$ cat src/rtl/ifu_fetch.sv
// Instruction fetch unit: holds the architectural PC, issues one read per instruction
// on a valid/ready memory channel and hands the returned word to decode.
module ifu_fetch #(
    parameter int                ADDR_W   = 32,
    parameter logic [ADDR_W-1:0] RESET_PC = 32'h8000_0000
) (
    input  logic              clk,
    input  logic              rst,
    output logic              mem_arvalid,
    output logic [ADDR_W-1:0] mem_araddr,
    input  logic              mem_arready,
    input  logic              mem_rvalid,
    input  logic [31:0]       mem_rdata,
    input  logic [1:0]        mem_rresp,
    output logic              mem_rready,
    output logic              inst_valid,
    output logic [31:0]       inst,
    output logic [ADDR_W-1:0] pc,
    input  logic              inst_ready,
    input  logic [ADDR_W-1:0] next_pc,
    output logic              fetch_err,
    output logic [31:0]       fetch_cnt
);

    typedef enum logic [1:0] {
        S_REQ  = 2'd0,
        S_WAIT = 2'd1,
        S_HOLD = 2'd2,
        S_ERR  = 2'd3
    } state_t;

    state_t            state_r, state_s;
    logic              arvalid_r, arvalid_s;
    logic              rready_r, rready_s;
    logic              inst_valid_r, inst_valid_s;
    logic [31:0]       inst_r, inst_s;
    logic [ADDR_W-1:0] pc_r, pc_s;
    logic              err_r, err_s;
    logic [31:0]       cnt_r, cnt_s;

    // Next-state and next-output logic; every output is a register loaded from here.
    always_comb begin
        state_s      = state_r;
        arvalid_s    = arvalid_r;
        rready_s     = rready_r;
        inst_valid_s = inst_valid_r;
        inst_s       = inst_r;
        pc_s         = pc_r;
        err_s        = err_r;
        cnt_s        = cnt_r;
        case (state_r)
            S_REQ: begin
                if (arvalid_r && mem_arready) begin
                    arvalid_s = 1'b0;
                    rready_s  = 1'b1;
                    state_s   = S_WAIT;
                end else begin
                    arvalid_s = 1'b1;
                end
            end
            S_WAIT: begin
                if (rready_r && mem_rvalid) begin
                    rready_s = 1'b0;
                    if (mem_rresp == 2'b00) begin
                        inst_s       = mem_rdata;
                        inst_valid_s = 1'b1;
                        state_s      = S_HOLD;
                    end else begin
                        err_s   = 1'b1;
                        state_s = S_ERR;
                    end
                end else begin
                    rready_s = 1'b1;
                end
            end
            S_HOLD: begin
                if (inst_valid_r && inst_ready) begin
                    pc_s         = next_pc;
                    cnt_s        = cnt_r + 32'd1;
                    inst_valid_s = 1'b0;
                    // Raising arvalid on the retire edge gives 3-cycle back-to-back fetch.
                    if (next_pc[1:0] == 2'b00) begin
                        arvalid_s = 1'b1;
                        state_s   = S_REQ;
                    end else begin
                        err_s   = 1'b1;
                        state_s = S_ERR;
                    end
                end else begin
                    inst_valid_s = inst_valid_r;
                end
            end
            S_ERR: begin
                arvalid_s    = 1'b0;
                rready_s     = 1'b0;
                inst_valid_s = 1'b0;
                err_s        = 1'b1;
            end
            default: begin
                arvalid_s    = 1'b0;
                rready_s     = 1'b0;
                inst_valid_s = 1'b0;
                err_s        = 1'b1;
                state_s      = S_ERR;
            end
        endcase
    end

    // State and output registers with synchronous reset.
    always_ff @(posedge clk) begin
        if (rst) begin
            state_r      <= S_REQ;
            arvalid_r    <= 1'b0;
            rready_r     <= 1'b0;
            inst_valid_r <= 1'b0;
            inst_r       <= 32'h0000_0000;
            pc_r         <= RESET_PC;
            err_r        <= 1'b0;
            cnt_r        <= 32'h0000_0000;
        end else begin
            state_r      <= state_s;
            arvalid_r    <= arvalid_s;
            rready_r     <= rready_s;
            inst_valid_r <= inst_valid_s;
            inst_r       <= inst_s;
            pc_r         <= pc_s;
            err_r        <= err_s;
            cnt_r        <= cnt_s;
        end
    end

    assign mem_arvalid = arvalid_r;
    assign mem_araddr  = pc_r;
    assign mem_rready  = rready_r;
    assign inst_valid  = inst_valid_r;
    assign inst        = inst_r;
    assign pc          = pc_r;
    assign fetch_err   = err_r;
    assign fetch_cnt   = cnt_r;

endmodule

$ cat config.mk
export PLATFORM = sky130hd
export DESIGN_NAME = ifu_fetch
export DESIGN_NICKNAME = d
export VERILOG_FILES = /design/src/rtl/ifu_fetch.sv
export SDC_FILE = /design/constraint.sdc
export NUM_CORES = 1
export LEC_CHECK = 0
export ABC_AREA = 1
export CAP_MARGIN = 10
export CORE_AREA = 2 2 104 106
export DETAILED_ROUTE_END_ITERATION = 6
export DIE_AREA = 0 0 106 108
export GPL_ROUTABILITY_DRIVEN = 1
export PLACE_DENSITY = 0.95
export SKIP_LAST_GASP = 1
export SLEW_MARGIN = 20
export SYNTH_ARGS = -nofsm -noshare
export SYNTH_HDL_FRONTEND = slang
export SYNTH_SLANG_ARGS = --single-unit
$ cat constraint.sdc
create_clock -name clk -period 4.55 [get_ports clk]
set_clock_uncertainty 0.05 [all_clocks]
set_input_delay 1.365 -clock clk [delete_from_list [all_inputs] [get_ports clk]]
set_output_delay 1.365 -clock clk [all_outputs]
set_load 0.01 [all_outputs]
==> impl_metrics.toml <==
[worst_setup_path]
path_buf_inv = 2
endpoint = "inst[29]"
r2r_setup_slack_ps = 2290
cp-start-kind = "primary input"
worst_setup_path_end_kind = "flop"
path_class = "primary input to flop"
slowest_stage = "nand4_1"
worstReg2RegEnd = "fetch_cnt[11]"
rr_worst_depth = 9
worstPathMaxFanout = 48
cp.required_ps = 4730
critical-path-max-stage-delay_ps = 480
cp_top_family = "buffers and inverters"
path_depth = 6
crit_path_cell_trace = "clkdlybuf4s50_1 -> nor2_1 -> nand4_1 -> buf_4 -> o21ai_0 -> a21oi_1"
r2r-start = "state_r[0]"
setup.worst_path.start = "mem_rresp[1]"
cp.arrival_ps = 3230

[global_route]
grt_start_max_net_pins = 49
grtUsageTotal_pct = 22.0
grt-ovfl-total = 0
grt_pass1_wl_um = 20300
antenna_found_initial = 0
grtUsageMet1_pct = 26.9
grt_pass1_vias = 4146
grt_use_met3_pct = 4.58
grtUsageMet2_pct = 39.0
grt.busiest_layer = "met2"

[floorplanning]
ioPinCount = 203
core_area_um2 = 10200
die_w_um = 106
die_area_um2 = 11400
start_util_pct = 45.0
rows = 37
fp.dieH_um = 108

[sta]
hold_viol = 0
whs_ps = 395
setup_viol = 0
slew_violations = 0
finalSetupTns_ps = 0
slew_headroom_pct = 46.5
rsz0062_at_grt = "no"
fmax_mhz = 328
tightest_slew_ps = 801
period_share_pct = 67.0
min_period_ps = 3050
setup_slack_ps = 1500

[clock_network]
post_cts_buffers = 0
cts_max_path_buffers = 2
cts_resized = 0
postCtsHoldBufs = 0
cts-root-buf = "clkbuf_8"
cts.clk_slew.worst_paths_ps = 90
tritoncts = "yes"
insertion_delay_ps = 360
cts_buffers = 9
htreeDepth = 3
clock-sinks = 102

[yosys]
yosys.area_share.simple_pct = 24.9
ys_warn_count = 0
seq_area_frac_synth_pct = 44.3
syn-num-nets = 721
synth_top_family_by_area = "simple AND/OR/NAND/NOR gates"
synthArstFlopShare_pct = 0
yosys-top-cells-count = "137 x nand2_1, 102 x dfxtp_1, 85 x a21oi_1, 73 x inv_1, 68 x nor2_1"
synthCells = 643
synthDistinctLibCells = 26
ys_ff_latch = 102
netlist_area_um2 = 4600
synth_area_leaders = "dfxtp_1 44%, nand2_1 11%, a21oi_1 9.2%"
yosys.area_share.adder_pct = 1.90
postSynthAreaPerCell_um2 = 7.16
synth_top_cell_area_share_pct = 44.3
synth_most_common_cell = "nand2_1"
synth_top_area_cell = "dfxtp_1"
yosys.area_share.xor_xnor_pct = 0.380
synth_ff_type = "dfxtp_1"
synth_mux_area_share_pct = 0
synth-edff-count = 0
synth_compound_area_share_pct = 14.8

[run_status]
run_status = "finished, final reports clean"

[pwr]
power_mw = 1.89
power_frac_seq_pct = 50.9
p_comb_share_pct = 17.9
switching_share_pct = 27.1
ir_worst_vdd_v = 0.000148
clock_power_share_pct = 31.2
p_leak_nw = 2.34
internal_power_mw = 1.38
cellPowerDensity_nw_per_um2 = 283
p_switching_uw = 512

[route]
avgViaCountPerCell = 4.92
postRouteAntennaNets = 0
drt_pass1_iterations = 5
wl_um = 12900
vias = 4647
wl_per_cell_um = 13.7
drt-initial-drc-count = 303
drc = 0

[placed_design]
gp_congestion = 0.872
dp_hpwl_um = 9630
dp_slack_ps = 1190
io_buffers = 202

[final_layout]
final_util_pct = 65.4
layout-drive-gt1-share_pct = 4.08
antenna_cells = 0
area_growth_pct = 45.3
fin_nets = 881
fillCellCount = 869

[hold_path]
hp-class = "flop to flop"

[run]
drv_cap = 0
## layout by cell type, fill, tap and decap left out, types with 2 or more instances in the layout
cell type	count
nand3_2	3
clkinv_4	3
clkbuf_8	10
nand2_1	137
buf_4	3
nor2_4	2
clkbuf_1	2
nor2_1	68
dfxtp_1	102
nor3_1	12
o21ai_0	47
ha_1	7
nand4_1	12
nor2_2	6
clkdlybuf4s50_1	202
nand3_1	19
nand2_2	2
inv_1	73
xor2_1	2
nor3b_1	3
a21oi_1	85
## worst min-delay path: cells and delay by family, from the launching register on
family          cells  cell delay, ps
flops               1             320
compound gates      1              50
buf+inv             1              50
## sequential cells by signal (all words and copies together) (netlist names)
name,flops
inst_valid,1
fetch_err,1
fetch_cnt,32
mem_rready,1
inst,32
mem_arvalid,1
mem_araddr,32
state_r,2
## power groups by stage
stage / clock (mW) / sequential [mW] / combinational, mW
6_report: 0.590 / 0.962 / 0.338
3_3_place_gp: 0 / 0.981 / 0.328
3_5_place_dp: 0 / 0.983 / 0.338
2_1_floorplan: 0 / 0.991 / 0.159
4_1_cts: 0.606 / 0.962 / 0.341
5_1_grt: 0.641 / 0.968 / 0.372
## through the flow
step | cells | cell area (um^2)
6_report | 944 | 6690
3_5_place_dp | 928 | 6490
4_1_cts | 944 | 6690
5_1_grt | 944 | 6690
2_1_floorplan | 643 | 4600
3_3_place_gp | 928 | 6490
## logic make-up after synthesis
family | count (synthesis)
AOI/OAI and AO/OA | 135
xor gates and xnor gates | 2
adders and majority gates | 7
buffers and inverters | 131
DFF | 102
and+or+nand+nor | 266
## routing by layer
metal,vias to the layer above,wire [um]
met1,2126,5420
met2,168,6500
met4,0,206
met3,17,814
met5,-,0
li1,2336,-
## final cells by class
class	instances	area [um^2]	share of cell area [%]
Sequential cell	102	2040	30.5
Clock inverter	4	56.3	0.841
Inverter	74	278	4.15
Clock buffer	12	145	2.17
Timing Repair Buffer	206	2060	30.9
Tap cell	136	170	2.54
Multi-Input combinational cell	410	1940	28.9
## worst min path at each step
stage	from	end	slack [ps]	cells after the start
3_5_place_dp	inst[16]	inst[16]	380	2
5_1_grt	inst[27]	inst[27]	410	2
6_report	inst[16]	inst[16]	400	2
4_1_cts	inst[16]	inst[16]	400	2
2_1_floorplan	inst[0]	inst[0]	420	2
3_3_place_gp	inst[27]	inst[27]	380	2
Power figures use the tool's default switching activity.
